<file path="config.mk">
export PLATFORM = sky130hd
export DESIGN_NAME = invader_march
export DESIGN_NICKNAME = d
export VERILOG_FILES = /design/src/rtl/invader_march.sv
export SDC_FILE = /design/constraint.sdc
export NUM_CORES = 1
export LEC_CHECK = 0
export BUFFER_PORTS_ARGS = -buffer_cell sky130_fd_sc_hd__buf_2
export CAP_MARGIN = 20
export CORE_UTILIZATION = 55
export CTS_CLUSTER_DIAMETER = 50
export CTS_CLUSTER_SIZE = 14
export DETAILED_ROUTE_END_ITERATION = 8
export PLACE_DENSITY_LB_ADDON = 0.15
export SYNTH_ARGS = -nofsm -noshare
export SYNTH_HDL_FRONTEND = slang
export SYNTH_SLANG_ARGS = --single-unit
</file>
<file path="constraint.sdc">
create_clock -name clk65MHz -period 3.65 [get_ports clk65MHz]
set_input_delay 0.5475 -clock clk65MHz [delete_from_list [all_inputs] [get_ports clk65MHz]]
set_output_delay 0.5475 -clock clk65MHz [all_outputs]
set_load 0.02 [all_outputs]
</file>
<file path="src/rtl/invader_march.sv">
// invader_march: marches the invader formation origin right/left across the
// playfield, descending one row at each edge, until it lands or is wiped out.
// Optional feature: define INVADER_SPEEDUP_EN to make the step period shrink
// as alive_cnt drops; otherwise the step period is fixed at BASE_PERIOD.
module invader_march #(
    parameter int unsigned POS_W          = 10,
    parameter int unsigned X_STEP         = 4,
    parameter int unsigned Y_STEP         = 32,
    parameter int unsigned X_INIT         = 0,
    parameter int unsigned Y_INIT         = 0,
    parameter int unsigned X_MAX          = 400,
    parameter int unsigned X_MIN          = 0,
    parameter int unsigned Y_LAND         = 576,
    parameter int unsigned ALIVE_W        = 6,
    parameter int unsigned BASE_PERIOD    = 4333333,
    parameter int unsigned MIN_PERIOD     = 1083333,
    parameter int unsigned PER_INV_PERIOD = 59090
) (
    input  logic               clk65MHz,
    input  logic               rst_n,
    input  logic               game_start,
    input  logic               pause,
    input  logic [ALIVE_W-1:0] alive_cnt,
    output logic [POS_W-1:0]   xpos,
    output logic [POS_W-1:0]   ypos,
    output logic               dir_left,
    output logic               step,
    output logic               landed
);

    // Position math carries one extra bit so edge tests cannot wrap.
    localparam int unsigned EXT_W  = POS_W + 1;
    // The timer never needs to exceed BASE_PERIOD-1.
    localparam int unsigned TMR_W  = $clog2(BASE_PERIOD + 1);
    localparam int unsigned PER_W  = 32;
    localparam int unsigned CNT_W  = PER_W + 1;

    typedef enum logic [2:0] {
        ST_IDLE,
        ST_RIGHT,
        ST_LEFT,
        ST_DOWN,
        ST_HALT
    } state_t;

    state_t             state;
    logic [TMR_W-1:0]   timer;

    logic [PER_W-1:0]   period_c;
    logic [CNT_W-1:0]   cnt_next_c;
    logic               tick_c;
    logic [EXT_W-1:0]   x_right_c;
    logic [EXT_W-1:0]   y_down_c;
    logic               edge_right_c;
    logic               edge_left_c;
    logic               land_c;

`ifdef INVADER_SPEEDUP_EN
    localparam int unsigned CALC_W = 64;
    logic [CALC_W-1:0]  raw_period_c;

    // Fewer invaders -> shorter period, capped at the base period.
    always_comb begin
        raw_period_c = CALC_W'(MIN_PERIOD) + CALC_W'(alive_cnt) * CALC_W'(PER_INV_PERIOD);
        period_c     = (raw_period_c > CALC_W'(BASE_PERIOD)) ? PER_W'(BASE_PERIOD)
                                                              : raw_period_c[PER_W-1:0];
    end
`else
    // Fixed march speed; alive_cnt only matters for the wipe-out halt.
    always_comb begin
        period_c = PER_W'(BASE_PERIOD);
    end
`endif

    // Tick when the count has reached period-1; >= covers a period that shrank
    // below the running count, so the tick happens on the next live cycle.
    always_comb begin
        cnt_next_c = CNT_W'(timer) + CNT_W'(1);
        tick_c     = (cnt_next_c >= CNT_W'(period_c));
    end

    // Edge and landing decisions in the widened domain.
    always_comb begin
        x_right_c    = {1'b0, xpos} + EXT_W'(X_STEP);
        y_down_c     = {1'b0, ypos} + EXT_W'(Y_STEP);
        edge_right_c = (x_right_c > EXT_W'(X_MAX));
        edge_left_c  = ({1'b0, xpos} < (EXT_W'(X_MIN) + EXT_W'(X_STEP)));
        land_c       = (y_down_c >= EXT_W'(Y_LAND));
    end

    // March state machine with registered position, direction and flags.
    always_ff @(posedge clk65MHz or negedge rst_n) begin
        if (!rst_n) begin
            state    <= ST_IDLE;
            timer    <= '0;
            xpos     <= POS_W'(X_INIT);
            ypos     <= POS_W'(Y_INIT);
            dir_left <= 1'b0;
            step     <= 1'b0;
            landed   <= 1'b0;
        end else begin
            step <= 1'b0;
            case (state)
                ST_IDLE, ST_HALT: begin
                    if (game_start) begin
                        state    <= ST_RIGHT;
                        timer    <= '0;
                        xpos     <= POS_W'(X_INIT);
                        ypos     <= POS_W'(Y_INIT);
                        dir_left <= 1'b0;
                        landed   <= 1'b0;
                    end
                end
                default: begin
                    if (pause) begin
                        // Everything frozen while paused.
                    end else if (alive_cnt == '0) begin
                        state <= ST_HALT;
                        timer <= '0;
                    end else if (tick_c) begin
                        timer <= '0;
                        step  <= 1'b1;
                        case (state)
                            ST_RIGHT: begin
                                if (edge_right_c) begin
                                    state    <= ST_DOWN;
                                    dir_left <= 1'b1;
                                end else begin
                                    xpos <= x_right_c[POS_W-1:0];
                                end
                            end
                            ST_LEFT: begin
                                if (edge_left_c) begin
                                    state    <= ST_DOWN;
                                    dir_left <= 1'b0;
                                end else begin
                                    xpos <= xpos - POS_W'(X_STEP);
                                end
                            end
                            default: begin
                                ypos <= y_down_c[POS_W-1:0];
                                if (land_c) begin
                                    state  <= ST_HALT;
                                    landed <= 1'b1;
                                end else if (dir_left) begin
                                    state <= ST_LEFT;
                                end else begin
                                    state <= ST_RIGHT;
                                end
                            end
                        endcase
                    end else begin
                        timer <= cnt_next_c[TMR_W-1:0];
                    end
                end
            endcase
        end
    end

endmodule

</file>
==> run metrics <==
effective utilization at floorplan 56.9%; core area approximately 6000 um2; CTS Sinks 42; chip width roughly 80 um; Die ar. between 6000 and 7000 um2; Max Slew Vio Count 0; Wirelength per Cell between 15 and 20 um; worst-path cell chain ha_1, nand3_1, nor2_2, nand4_2, o31a_1, nor4_4, a21oi_4, buf_4, nor2_4, mux2_2; Critical Path RT around 3900 ps; total power between 1.5 and 2 mW; HP Class input pin to async pin; ANT nets after route 0; # diodes 0; Post-synth top flop dfrtp_1; worst setup margin approximately 380 ps; Synth Register Bits 42; kind of critical path flip-flop to flip-flop; library cells used by synthesis 76; Mean Syn Cell Area 8.11 um2; Worst Path Arrival between 3000 and 4000 ps; # rows 28; first-pass GRT wire length around 13 mm; Total GRT Usage a little over a quarter; Async S/R FF share, synth 100%; initial antenna violation count 0; CP max stage delay about 490 ps; top layer in use met4; setup_tns 0 ps; die height between 80 and 90 um; Cells after Synth ~420; Max Root-Sink Buffers 2; DRT Pass-1 Iters 4; TritonCTS clock tree yes; RePlAce Congestion ~0.9; Final period util 89.7%; total CTS buffers 5; R2R setup slack 380 ps; RSZ-0062 raised after global routing no; Period minus WS final 3270 ps; largest area contributor in the netlist dfrtp_1; # fillers roughly 540; post-synthesis sequential area ratio a little under a third; EDFF count, synth 0; grt ovf 0; CP bufs+invs 1; metal2 WL ~3.5 mm; share of cells above drive strength 1 a little over an eighth; YS warnings 0; hold buffer count at cts 0; Fmax 0.306 GHz; Vias per Instance about 6.3; status complete, no violations; Critical Path End Type flip-flop; top-level I/O count 33; clock skew approximately 10 ps; Max-cap violations 0; DR vias about 3100; CTS H-Tree Depth 2; Reg clk slew, reported paths about 90 ps; DRC violations left 0; final wirelength about 8.0 mm; post-place setup slack between 300 and 400 ps; initial DRC count around 200; area grow syn2layout 6.32%; Mapped Area between 3000 and 4000 um2; top cell type's share of synthesized area approximately 31%; setup violators final 0; Util after Layout approximately three fifths; Hold Violations, Final 0; headroom to the max-slew limit 41.1%; clock root buffer clkbuf_8; largest net degree at the start of global routing 43; dpl hpwl around 5.6 mm; number of global-route vias before repair 2765; insertion delay to the later sink of the worst-skew pair ~300 ps; Worst path top cell family by delay simple AND/OR/NAND/NOR gates; Slew @ Worst Pin approximately 900 ps; P_leak approximately 1.5 nW; power density cells between 500 and 600 nW/um2; slowest library cell on the worst path dfrtp_1; synth top area cells dfrtp_1 (31%), o21ai_0 (5.8%), nor2_1 (4.8%), a22o_1 (4.2%), nand2_1 (3.5%); M1 wire length between 4 and 5 mm; nets 437; Startpoint Class flip-flop; wire length on met3 around 290 um; Peak VDD IR 0.400 mV; peak fanout along the critical path 26; # port buffers 25
## registers in the layout, summed over array words and instances (netlist names)
signal	count
xpos	8
state	3
ypos	5
step	1
timer	23
landed	1
dir_left	1
## per-stage QoR
stage | cells | cell area [um2] | hold WS (ps)
after CTS | 496 | 3550 | 438
after global routing | 497 | 3580 | 110
after detailed placement | 488 | 3440 | 507
after floorplan | 421 | 3390 | 252
after global placement | 488 | 3440 | 475
final | 497 | 3580 | 110
## synthesized netlist by cell type, types with 3 or more instances
cell      instances
buf_2             4
ha_1              6
o21ai_0          39
and3_1           11
nor3_1           16
nor2_1           43
nand4_1          11
o31a_1            4
a31oi_1           7
o31ai_1          10
nor2b_1           5
nor4_1            6
inv_1            13
a21oi_1          18
or3_1             4
a22o_1           16
xnor2_1           4
and4_1            3
nand3_1          17
nand2_1          31
mux2i_1           3
and2_1            7
buf_4            10
a21o_1            6
dfrtp_1          42
clkbuf_1         18
## layer usage
metal	track usage [%]	vias to the layer above
met1	40.0	1508
met3	3.41	8
met4	5.89	0
met2	39.7	67
met5	0	-
li1	-	1552
## cells by family (layout without fill, tap and decap cells)
| kind of cell | after synthesis | in the layout | synth area share (%) |
|---|---|---|---|
| adders and majority gates | 6 | 6 | 2.23 |
| AOI/OAI and AO/OA | 131 | 131 | 27.2 |
| other | 1 | 7 | 0.111 |
| xor gates and xnor gates | 6 | 6 | 1.56 |
| and+or+nand+nor | 174 | 174 | 28.5 |
| DFF | 42 | 42 | 31.2 |
| muxes | 7 | 7 | 2.23 |
| buffers and inverters | 48 | 49 | 6.87 |
## cells in the final DEF (no fill, tap or decap), drive strengths merged, types with 13 or more instances in the layout
cell,instances
a22o,16
o21ai,41
dfrtp,42
nor3,17
a21oi,20
inv,13
nand3,17
nand4,14
nand2,31
nor2,45
buf,28
## layout make-up
| type | instances | area [um2] | share of cell area, % |
|---|---|---|---|
| clock inverter | 3 | 45.0 | 1.26 |
| timing repair buffer | 28 | 160 | 4.47 |
| clock buffer | 5 | 68.8 | 1.92 |
| inverter | 13 | 48.8 | 1.36 |
| tap | 75 | 93.8 | 2.62 |
| sequential | 42 | 1050 | 29.4 |
| multi-input combinational | 331 | 2110 | 59.0 |
## timing repair
| item | CTS | global route |
|---|---|---|
| endpoints found under the setup margin | 0 | 7 |
| buffers inserted | 0 | 0 |
| gates resized for setup | 0 | 1 |
| endpoints found under the hold margin | 0 | 0 |
## power breakdown
group | switching [mW] | leakage (nW) | internal (mW)
logic | 0.449 | 0.912 | 0.272
clock network | 0.172 | 0.0504 | 0.204
registers | 0.175 | 0.565 | 0.525
## path summary, 6_finish.rpt
path / startpoint / end / cells past startpoint
setup / recovery: timer[0]$_DFFE_PN0P_ / timer[0]$_DFFE_PN0P_ / 10
hold / removal: rst_n / timer[2]$_DFFE_PN0P_ / 1
setup reg to reg: timer[0]$_DFFE_PN0P_ / timer[0]$_DFFE_PN0P_ / 10
hold reg to reg: landed$_DFFE_PN0P_ / landed$_DFFE_PN0P_ / 2
max in group asynchronous: rst_n / timer[17]$_DFFE_PN0P_ / 2
min in group clk65MHz: landed$_DFFE_PN0P_ / landed$_DFFE_PN0P_ / 2
Note: power is estimated with default switching activity, not from simulation.
